[config.mk]
export PLATFORM = sky130hd
export DESIGN_NAME = tns_decoder_12
export DESIGN_NICKNAME = d
export VERILOG_FILES = /design/src/rtl/tns_decoder_12.sv
export SDC_FILE = /design/constraint.sdc
export NUM_CORES = 1
export LEC_CHECK = 0
export CORE_MARGIN = 2
export CORE_UTILIZATION = 27
export CTS_CLUSTER_SIZE = 40
export DETAILED_ROUTE_END_ITERATION = 6
export HOLD_SLACK_MARGIN = 0.15
export MAX_ROUTING_LAYER = met4
export SLEW_MARGIN = 0
export SYNTH_ARGS = -nofsm -noshare
export SYNTH_HDL_FRONTEND = slang
export SYNTH_SLANG_ARGS = --single-unit
[constraint.sdc]
create_clock -name clock -period 3.55 [get_ports clock]
set_input_delay 0.71 -clock clock [delete_from_list [all_inputs] [get_ports clock]]
set_output_delay 0.71 -clock clock [all_outputs]
set_load 0.05 [all_outputs]
[src/rtl/tns_decoder_12.sv]
// tns_decoder_12: weighted-sum decoder for 12-bit TNS codewords.
// Two-stage valid/ready pipeline with an out-of-range flag and a saturating error count.
`default_nettype none

module tns_decoder_12 (
  input  logic        clock,
  input  logic        rst,
  input  logic [11:0] codein,
  input  logic        in_valid,
  output logic        in_ready,
  output logic [7:0]  dataout,
  output logic        out_valid,
  input  logic        out_ready,
  output logic        dec_err,
  output logic [15:0] err_cnt
);

  // Values shared with the 12-bit encoder (TNS.vh)
  localparam int BLEN04 = 8;
  localparam int PW     = BLEN04 + 1;
  localparam int SW     = BLEN04 + 2;

  localparam logic [PW-1:0] TNS04_A = PW'(233);
  localparam logic [PW-1:0] TNS04_B = PW'(144);
  localparam logic [PW-1:0] TNS04_C = PW'(89);
  localparam logic [PW-1:0] TNS03_A = PW'(55);
  localparam logic [PW-1:0] TNS03_B = PW'(34);
  localparam logic [PW-1:0] TNS03_C = PW'(21);
  localparam logic [PW-1:0] TNS02_A = PW'(13);
  localparam logic [PW-1:0] TNS02_B = PW'(8);
  localparam logic [PW-1:0] TNS02_C = PW'(5);
  localparam logic [PW-1:0] TNS01_A = PW'(3);
  localparam logic [PW-1:0] TNS01_B = PW'(2);
  localparam logic [PW-1:0] C_ZERO  = '0;
  localparam logic [PW-1:0] C_ONE   = PW'(1);

  logic          r_s1_valid;
  logic [PW-1:0] r_p4, r_p3, r_p2, r_p1;

  logic          w_s2_free, w_s1_adv, w_accept, w_deliver;
  logic [PW-1:0] w_p4, w_p3, w_p2, w_p1;
  logic [SW-1:0] w_sum;

  assign w_s2_free = !out_valid || out_ready;
  assign w_s1_adv  = r_s1_valid && w_s2_free;
  assign in_ready  = !rst && (!r_s1_valid || w_s1_adv);
  assign w_accept  = in_valid && in_ready;
  assign w_deliver = out_valid && out_ready;

  // Group partial sums never exceed 466, so PW bits cannot overflow
  assign w_p4 = (codein[11] ? TNS04_A : C_ZERO) + (codein[10] ? TNS04_B : C_ZERO)
              + (codein[9]  ? TNS04_C : C_ZERO);
  assign w_p3 = (codein[8]  ? TNS03_A : C_ZERO) + (codein[7]  ? TNS03_B : C_ZERO)
              + (codein[6]  ? TNS03_C : C_ZERO);
  assign w_p2 = (codein[5]  ? TNS02_A : C_ZERO) + (codein[4]  ? TNS02_B : C_ZERO)
              + (codein[3]  ? TNS02_C : C_ZERO);
  assign w_p1 = (codein[2]  ? TNS01_A : C_ZERO) + (codein[1]  ? TNS01_B : C_ZERO)
              + (codein[0]  ? C_ONE   : C_ZERO);

  assign w_sum = {1'b0, r_p4} + {1'b0, r_p3} + {1'b0, r_p2} + {1'b0, r_p1};

  always_ff @(posedge clock) begin
    if (rst) begin
      r_s1_valid <= 1'b0;
      r_p4       <= '0;
      r_p3       <= '0;
      r_p2       <= '0;
      r_p1       <= '0;
      out_valid  <= 1'b0;
      dataout    <= '0;
      dec_err    <= 1'b0;
      err_cnt    <= '0;
    end else begin
      if (w_accept) begin
        r_s1_valid <= 1'b1;
        r_p4       <= w_p4;
        r_p3       <= w_p3;
        r_p2       <= w_p2;
        r_p1       <= w_p1;
      end else if (w_s1_adv) begin
        r_s1_valid <= 1'b0;
      end

      if (w_s1_adv) begin
        out_valid <= 1'b1;
        dataout   <= w_sum[BLEN04-1:0];
        dec_err   <= (w_sum[SW-1:BLEN04] != 2'b00);
      end else if (w_deliver) begin
        out_valid <= 1'b0;
      end

      if (w_deliver && dec_err && (err_cnt != 16'hFFFF)) begin
        err_cnt <= err_cnt + 16'd1;
      end
    end
  end

endmodule

`default_nettype wire

# Word-level counts from Yosys, hierarchy flattened
# Cells that the tools add are included.
# op_classes
add_sub_neg	12
n_eq_ne	1
mux	16
reduce_logical	14
# ops
op	n
$add 10x9->10	2
$add 16x1->16 const B	1
$mux 8	2
$ne 16x16->1 const B	1
$mux 6	2
$add 9x9->10	1
$add 8x8->9	1
$add 9x7->9	1
$add 7x5->8	1
$mux 4	2
$add 6x6->7	1
$mux 7	1
$add 5x3->6	1
$logic_and 1x1->1	6
$reduce_bool 2->1	3
$add 4x4->5	1
$mux 1	5
$mux 5	1
$add 3x1->4	1
$mux 2	2
$add 2x2->3	1
$logic_not 1->1	3
$mux 3	1
$logic_or 1x1->1	2
# totals
regBits	63
output_inout_bits	27
wordCells	52

# Longest topological paths before layout
# logic_depth
depth_word	7
depth_mapped	11
ltp_nobuf	11

# Least setup slack after synthesis
# Ideal clock, no wire load.
# synth_timing
path_kind	flip-flop to flip-flop
startpoint	register r_p3[5]
endpoint	register dec_err
arrival_ns	2.749
t_required_ns	3.464
setup_slack_ns	0.716
path_stages_with_launch	12
n_path_buf	0
cell_sequence	dfxtp_1 > inv_1 > fa_1 > inv_1 > fa_1 > ha_1 > inv_1 > fa_1 > nand2b_1 > a21oi_1 > o31ai_1 > a211oi_1
# synth_between
elab_chain_len	4
# synth_lines
item	line_no	text
start, declared	38	logic [PW-1:0] r_p4, r_p3, r_p2, r_p1;
start signal, assigned	77	r_p3 <= w_p3;
$add 9x9->10	60	assign w_sum = {1'b0, r_p4} + {1'b0, r_p3} + {1'b0, r_p2} + {1'b0, r_p1};
$add 10x9->10 (2 in a row)	60	
$reduce_bool 2->1	87	dec_err <= (w_sum[SW-1:BLEN04] != 2'b00);
end signal, assigned	87	
end, declared	14	output logic dec_err,
# No other way between the ends.
# A chain may end at the register's enable or synchronous reset.

# Worst setup path in the final report
# Ends and elaborated chain as after synthesis.

==> flow_metrics.py <==
metrics = {
    "final_layout": {
        "nFillCells": 1096,
        "area_delta_synth_final_pct": 24.5,
        "design_area_um2": 3530,
        "final_nets": 427,
        "n_antenna_cell": 0,
        "drive_gt1_frac": 0.0667,
    },
    "yosys": {
        "synth_area_per_cell_um2": 8.51,
        "yosysUniqueCellTypes": 44,
        "yosys.area.top_type_share": 0.325,
        "yosysWarningCount": 0,
        "async_flop_share": 0,
        "synth-seq-cells": 46,
        "synth.area.top_cells": "dfxtp_1 33%, ha_1 11%, fa_1 7.8%",
        "synth.net_count": 386,
        "synth_edf_count": 0,
        "yosysTopAreaCell": "dfxtp_1",
        "syn_inst": 333,
        "synth_ff_type": "dfxtp_1",
        "synth_area_um2": 2830,
        "yosysSeqAreaShare": 0.325,
    },
    "critical_path": {
        "crit_arrival_ns": 3.33,
        "crit_path_start_kind": "flop",
        "critPathLaunch": "r_p3[5]",
        "end_kind": "flop",
        "required_ns": 3.77,
        "reg2reg_setup_slack_ns": 0.43,
        "r2r-start": "r_p3[5]",
        "crit_path_max_fanout": 4,
        "critical_path_class": "flop to flop",
    },
    "routing": {
        "drtPass1Iterations": 4,
        "routed-via-count": 2398,
        "wl_per_cell_um": 12.1,
        "drc": 0,
        "drt_iter0_drc": 80,
        "ant_nets": 0,
        "drt_wl_total_mm": 6.20,
        "avgViaCountPerCell": 4.69,
    },
    "clock_tree": {
        "cts_resized": 0,
        "postCtsSetupBuffers": 0,
        "cts_tree": "yes",
        "cts_made_buffers": 5,
        "clkTransAtPathRegs_ns": 0.09,
        "root_buffer": "clkbuf_8",
        "cts_buffer_depth": 2,
        "cts-htree-levels": 2,
        "cts_hold_buffers": 0,
        "cts.sinks": 46,
        "clk_latency_ns": 0.30,
    },
    "die": {
        "io_pins": 43,
        "initial_utilization": 0.276,
        "die_w_um": 106,
        "dieHeight_um": 106,
        "core_area_um2": 10300,
        "die_area_um2": 11300,
        "fp-row-count": 37,
    },
    "pwr": {
        "vdd_drop_max_mv": 0.163,
        "p_leak_uw": 0.00136,
        "p_per_area_nw_per_um2": 349,
    },
    "sta": {
        "slew_headroom": 0.502,
        "setup_viol_count_final": 0,
        "skew_ns": 0.00540,
        "finalHoldViolCount": 0,
        "period_share": 0.878,
        "rsz0062_at_grt": "no",
        "fmax_mhz": 321,
        "worstMarginPinSlew_ns": 0.742,
        "drv_slew": 0,
        "setup_tns_ns": 0,
        "min_period_ns": 3.12,
    },
    "run_status": {
        "status": "finished clean",
    },
    "flow_run": {
        "maxCapViolCount": 0,
    },
    "place": {
        "dpl.hpwl_mm": 4.88,
        "place_congestion": 0.883,
        "place_area_um2": 3420,
        "portBuffers": 42,
    },
    "hold_path": {
        "hold_start": "dataout[6]",
        "worst_hold_path_type": "flop to flop",
    },
    "grt": {
        "track_usage": 0.116,
        "grt_max_degree": 29,
        "grt_pass1_wl_mm": 10.4,
        "grt_antenna_before_repair": 0,
        "overflow": 0,
        "grt_pass1_vias": 2263,
    },
}
==> cell usage in the layout (no fill, tap or decap), types with 4 or more instances in the layout <==
master           count
nor2b_1             12
nand2_1             33
buf_4                4
ha_1                26
nor2_1              26
a211oi_1            15
mux2_2               8
a21oi_1             20
inv_1               38
o21ai_0             14
fa_1                11
nor3_1               4
nand3_1             13
clkbuf_8             5
clkdlybuf4s50_1     41
o31ai_1              8
dfxtp_1             46
==> Yosys cell counts, types with 2 or more instances <==
cell type  number
a21oi_1        20
nand4_1         3
nor3_1          4
inv_1          38
nand2b_1        2
a2111oi_0       3
clkbuf_1        9
mux2_2          8
o31ai_1         8
a41o_1          2
mux2i_1         2
buf_1           2
fa_1           11
or3_1           2
a211oi_1       15
or4_1           3
o21ai_0        14
nand3_1        13
or2_2           2
nor2b_1        12
and3_1          3
nand2_1        33
a31oi_1         2
dfxtp_1        46
xnor2_1         3
nor2_1         26
ha_1           26
nor4_1          3
o211ai_1        3
==> cells by family (layout without fill, tap and decap cells) <==
kind of cell | count (synthesis) | after routing | synth area share
buf+inv | 50 | 92 | 0.0667
fa+ha+maj | 37 | 37 | 0.193
flops | 46 | 46 | 0.325
simple gates | 111 | 111 | 0.190
compound gates | 75 | 75 | 0.174
xor+xnor | 4 | 4 | 0.0124
mux | 10 | 10 | 0.0389
==> report_power, final <==
group / switching [uW] / total, uW / internal [uW] / leakage [uW]
Clock: 183 / 390 / 207 / 0.0000579
Combinational: 167 / 283 / 117 / 0.000925
Sequential: 15.6 / 559 / 543 / 0.000376
Total: 365 / 1230 / 867 / 0.00136
==> flip-flops by register name (all words and copies together) (netlist names) <==
| name | flops |
|---|---|
| out_valid | 1 |
| dataout | 8 |
| err_cnt | 16 |
| dec_err | 1 |
| r_p1 | 3 |
| r_p4 | 7 |
| r_p2 | 4 |
| r_p3 | 5 |
| r_s1_valid | 1 |
==> critical path, cell delays in order (launching register included) <==
cell and delay [ns]:
dfxtp_1 0.36, inv_1 0.07, fa_1 0.50, inv_1 0.06, fa_1 0.52, ha_1 0.19, inv_1 0.07, fa_1 0.42
nand2b_1 0.17, a21oi_1 0.31, o31ai_1 0.12, a211oi_1 0.24
==> per-stage QoR <==
| stage | instances | util | worst slack [ns] | power, uW | hold WS (ns) |
|---|---|---|---|---|---|
| detailed placement | 503 | 0.332 | 0.443 | 855 | 0.446 |
| global route | 511 | 0.343 | 0.301 | 1310 | 0.476 |
| CTS | 511 | 0.343 | 0.420 | 1250 | 0.458 |
| finish | 511 | 0.343 | 0.434 | 1230 | 0.453 |
| global placement | 503 | 0.332 | 0.578 | 847 | 0.439 |
| floorplan | 333 | - | 0.716 | 763 | 0.436 |
==> metal layers <==
| metal | vias up | routed length (um) | GRT usage | share of wire |
|---|---|---|---|---|
| met5 | - | 0 | - | 0 |
| met4 | 0 | 97 | 0.0399 | 0.016 |
| met3 | 7 | 171 | 0.0172 | 0.028 |
| met2 | 42 | 2830 | 0.184 | 0.46 |
| met1 | 1106 | 3100 | 0.152 | 0.50 |
| li1 | 1243 | - | - | - |
==> final timing paths <==
kind / end / cells past startpoint
max: dec_err / 11
min: dataout[6] / 2
max reg2reg: dec_err / 11
min reg2reg: dataout[6] / 2
==> cell type report <==
class	instances	area, um2	area share
multi-input cells	237	1720	0.489
clock inverters	3	40.0	0.0114
clock buffers	5	68.8	0.0195
repair buffers	46	460	0.131
inverters	38	143	0.0405
well taps	136	170	0.0483
flip-flops and latches	46	921	0.261
Power figures use the tool's default switching activity.
==> variant 1 (same flow settings) <==
Make the reset (`rst`) asynchronous in one clocked block.
--- a/src/rtl/tns_decoder_12.sv
+++ b/src/rtl/tns_decoder_12.sv
@@ -59,7 +59,7 @@
 
   assign w_sum = {1'b0, r_p4} + {1'b0, r_p3} + {1'b0, r_p2} + {1'b0, r_p1};
 
-  always_ff @(posedge clock) begin
+  always_ff @(posedge clock or posedge rst) begin
     if (rst) begin
       r_s1_valid <= 1'b0;
       r_p4       <= '0;
Behaviour: differs if rst is asserted again (counterexample within 4 cycles, from zero or initial values and one cycle with rst high); with rst held inactive, the same outputs for 4 cycles.
==> variant 1 against the original RTL <==
  * Die area up 1.7%
  * First-iteration DRC count down 40%
  * Cell area up 1.3%
  * Synthesized area up 1.7%
  * Clock skew up 5.4 ps
  * Largest cell class unchanged
  * Worst setup slack better by 250 ps
  * Critical path depth unchanged
  * Final cell count down 11%
  * Wire length down 7.1%
  * Sequential cell count unchanged
Power is not compared: it rests on default switching activity, and its combinational part moved more than twofold at a synthesized area within 25%.
==> variant 1: results (changes against the original RTL) <==
status: completed (unchanged)
r2r setup slk: 680 ps (was 430 ps)
met3 GRT Util: 2.482% (was 1.717%)
Yosys cell types: 47 (was 44)
clock network area share: 2.627% (was 3.087%)
DR vias: 2065 (was 2398)
Hold Path End: dataout[2]$_DFFE_PP0P_ (was dataout[6]$_SDFFE_PP0P_)
Synth area leader: dfrtp_1 (was dfxtp_1)
register area: 0.001151 mm^2 (was 920.9 um^2)
Post-synth top cells: 46 x dfrtp_1, 34 x inv_1, 26 x ha_1 (was 46 x dfxtp_1, 38 x inv_1, 33 x nand2_1)
layout cell share with drive strength beyond 1: 10.41% (was 6.667%)
Post-Route Skew: 10.75 ps (was 5.400 ps)
register area share after synthesis: 39.95% (was 32.51%)
placed insts: 445 (was 503)
Min-Delay Startpoint: dataout[2]$_DFFE_PP0P_ (was dataout[6]$_SDFFE_PP0P_)
wire length of the first global-routing pass: 9853 um (was 10430 um)
Final nets: 369 (was 427)
Synth Instances: 270 (was 333)
DPL Wire Length: 4569 um (was 4877 um)
largest net degree at the start of global routing: 21 (was 29)
Min Hold Slack: 496.8 ps (was 452.8 ps)
Post-Route WL: 5759 um (was 6196 um)
CP max FO: 3 (was 4)
Inverters: 34 (was 38)
Reg2Reg Launch Point: r_p3[5]$_DFFE_PP0P_ (was r_p3[5]$_SDFFE_PP0P_)
fillcell total: 1045 (was 1096)
Plain + repair buffers: 45 (was 46)
#MultiIn Comb: 184 (was 237)
Slew headroom: 48.77% (was 50.18%)
Mapped Nets: 323 (was 386)
ys async rst share: 100.0% (was 0%)
largest cells by area after synthesis: dfrtp_1 40%, ha_1 11%, fa_1 7.6%, xnor2_1 5.2%, inv_1 4.4% (was dfxtp_1 33%, ha_1 11%, fa_1 7.8%, inv_1 5.0%, nand2_1 4.4%)
Data buffer area share: 12.68% (was 13.06%)
CP arrival: 3100 ps (was 3330 ps)
worst setup path end: dec_err$_DFFE_PP0P_ (was dec_err$_SDFFE_PP0P_)
gpl congestion: 0.8173 (was 0.8831)
## variant 1: cell types whose count changed in the layout (fill, tap and decap cells not counted), sizes merged, moves of 10 or more
cell / unedited run / this run
nor2: 26 / 2
dfrtp: 0 / 46
a21oi: 20 / 7
nand2: 33 / 23
dfxtp: 46 / 0
a211oi: 15 / 1
xnor2: 3 / 17
## variant 1: through the flow
| stage | worst slack, ps | instance area (um^2) |
|---|---|---|
| after floorplan | 580.5 | 2882 |
| after global placement | 718.3 | 3478 |
| after detailed placement | 677.5 | 3478 |
| after CTS | 652.4 | 3572 |
| after global routing | 414.3 | 3572 |
| final | 680.9 | 3572 |
## variant 1: cells by family after synthesis
| family | count (synthesis) | synth area share [%] |
|---|---|---|
| xor+xnor | 20 | 6.079 |
| mux | 12 | 4.646 |
| compound gates | 49 | 11.51 |
| simple gates | 66 | 13.55 |
| fa+ha+maj | 37 | 18.93 |
| flops | 46 | 39.95 |
| buf+inv | 40 | 5.341 |
==> variant 2 (same flow settings) <==
Made on the original files. Register the output `err_cnt` once more; this adds one clock of latency there. The other outputs are not delayed to match.
--- a/src/rtl/tns_decoder_12.sv
+++ b/src/rtl/tns_decoder_12.sv
@@ -34,6 +34,8 @@
   localparam logic [PW-1:0] C_ZERO  = '0;
   localparam logic [PW-1:0] C_ONE   = PW'(1);
 
+  logic [15:0] err_cnt_s0;
+
   logic          r_s1_valid;
   logic [PW-1:0] r_p4, r_p3, r_p2, r_p1;
 
@@ -69,7 +71,7 @@
       out_valid  <= 1'b0;
       dataout    <= '0;
       dec_err    <= 1'b0;
-      err_cnt    <= '0;
+      err_cnt_s0 <= '0;
     end else begin
       if (w_accept) begin
         r_s1_valid <= 1'b1;
@@ -89,10 +91,14 @@
         out_valid <= 1'b0;
       end
 
-      if (w_deliver && dec_err && (err_cnt != 16'hFFFF)) begin
-        err_cnt <= err_cnt + 16'd1;
+      if (w_deliver && dec_err && (err_cnt_s0 != 16'hFFFF)) begin
+        err_cnt_s0 <= err_cnt_s0 + 16'd1;
       end
     end
+  end
+
+  always_ff @(posedge clock) begin
+    err_cnt <= err_cnt_s0;
   end
 
 endmodule
Check against the original RTL: not equivalent (Yosys sat finds a counterexample within 4 cycles, from zero or initial values and one cycle with rst high).
==> variant 2 against the original RTL <==
  * Cell area grew 13%
  * Non-clock buffer count fell by 2
  * Sequential share of layout area increased by 4.9 points
  * Power is 65% higher
  * Wire length up 1.1%
  * Worst hold slack lost 65 ps
  * Sequential cell count rose by 16
  * Combinational power down 6%
  * Synthesized area grew 8.3%
  * Fmax up 3.9%
  * Worst setup slack better by 120 ps
  * Critical path depth increased by 1
  * Highest routed layer unchanged
==> variant 2: results (changes against the original RTL) <==
layout cell share with drive strength beyond 1: 9.485% (was 6.667%)
CP max FO: 3 (was 4)
status: completed (unchanged)
area post-placement: 0.003647 mm^2 (was 0.003417 mm^2)
Synth Instances: 318 (was 333)
TritonCTS buffer count: 9 (was 5)
Compound-Gate Fraction of Synth Area: 12.60% (was 17.45%)
Leakage Power: 1.597 nW (was 1.359 nW)
Final nets: 417 (was 427)
vias in the first global route: 2172 (was 2263)
drt wl/cell: 12.31 um (was 12.13 um)
Finished Layout Cells: 509 (was 511)
Max VDD drop: 0.2850 mV (was 0.1634 mV)
Worst-path clk slew: 60 ps (was 90 ps)
Slew headroom: 66.02% (was 50.18%)
largest cells by area after synthesis: dfxtp_1 40%, ha_1 11%, fa_1 7.2%, xnor2_1 4.3%, nand2_1 4.0% (was dfxtp_1 33%, ha_1 11%, fa_1 7.8%, inv_1 5.0%, nand2_1 4.4%)
register area share after synthesis: 40.46% (was 32.51%)
Syn. warnings: 0 (unchanged)
top cell type's share of synthesized area: 40.46% (was 32.51%)
Total GRT Usage: 10.69% (was 11.60%)
buffer count from post-CTS setup fixing: 0 (unchanged)
Post-synth top cells: 62 x dfxtp_1, 33 x nand2_1, 30 x inv_1 (was 46 x dfxtp_1, 38 x inv_1, 33 x nand2_1)
fillcell total: 1076 (was 1096)
Min-Delay Startpoint: err_cnt_s0[1]$_SDFFE_PP0P_ (was dataout[6]$_SDFFE_PP0P_)
DR vias/cell: 4.523 (was 4.693)
PD cells: 507.7 mW/mm^2 (was 349.5 mW/mm^2)
largest net degree at the start of global routing: 42 (was 29)
gpl congestion: 0.7625 (was 0.8831)
clk root buf: clkbuf_16 (was clkbuf_8)
Post-Synth XOR/XNOR Area: 4.568% (was 1.237%)
CP arrival: 3210 ps (was 3330 ps)
H-tree depth: 3 (was 2)
Adder-Cell Fraction of Synth Area: 17.78% (was 19.26%)
top flop regs: err_cnt x16, err_cnt_s0 x16, dataout x8 (was err_cnt x16, dataout x8, r_p4 x7)
DPL Wire Length: 4576 um (was 4877 um)
Yosys cell types: 48 (was 44)
drt first-iter violations: 112 (was 80)
Post-Route Skew: 6.446 ps (was 5.400 ps)
placed insts: 493 (was 503)
## variant 2: power breakdown
group	internal (mW)	switching, mW
clock network	0.695	0.327
registers	0.724	0.0181
logic	0.111	0.154
## variant 2: area by class of cell
cell class | count | area (um^2) | share of cell area [%]
Multi-Input combinational cell | 217 | 1673 | 41.85
Sequential cell | 62 | 1241 | 31.05
Timing Repair Buffer | 44 | 445.4 | 11.14
Clock buffer | 9 | 225.2 | 5.634
Tap cell | 140 | 175.2 | 4.382
Clock inverter | 7 | 125.1 | 3.130
Inverter | 30 | 112.6 | 2.817
## variant 2: per-stage QoR
stage          hold WS (ps)  worst slack [ps]
6_report              388.1             552.0
5_1_grt               401.3             327.8
4_1_cts               391.6             557.1
3_5_place_dp          383.6             581.0
3_3_place_gp          381.3             641.4
2_1_floorplan         362.5             746.8
## variant 2: path summary, 6_finish.rpt
kind / to / slack (ps) / depth (start not counted)
setup / recovery: dataout[7]$_SDFFE_PP0P_ / 550 / 12
hold / removal: err_cnt[1]$_DFF_P_ / 390 / 0
setup reg to reg: dataout[7]$_SDFFE_PP0P_ / 550 / 12
hold reg to reg: err_cnt[1]$_DFF_P_ / 390 / 0
## variant 2: routing by layer
| metal | global-route usage [%] | vias to the layer above | part of all wire (%) |
|---|---|---|---|
| met5 | - | - | 0 |
| met4 | 4.083 | 0 | 1.1 |
| met3 | 3.183 | 6 | 4.6 |
| met2 | 16.20 | 44 | 44 |
| met1 | 13.45 | 1064 | 50 |
| li1 | - | 1188 | - |
## variant 2: worst reg2reg max path: stages, from the launching register on
cell and delay, ps:
dfxtp_1 360, inv_1 70, fa_1 500, inv_1 50
fa_1 510, ha_1 160, inv_1 60, fa_1 400
nor2b_1 150, o21ai_0 150, a21oi_1 210, mux2i_1 190
nand2_1 60
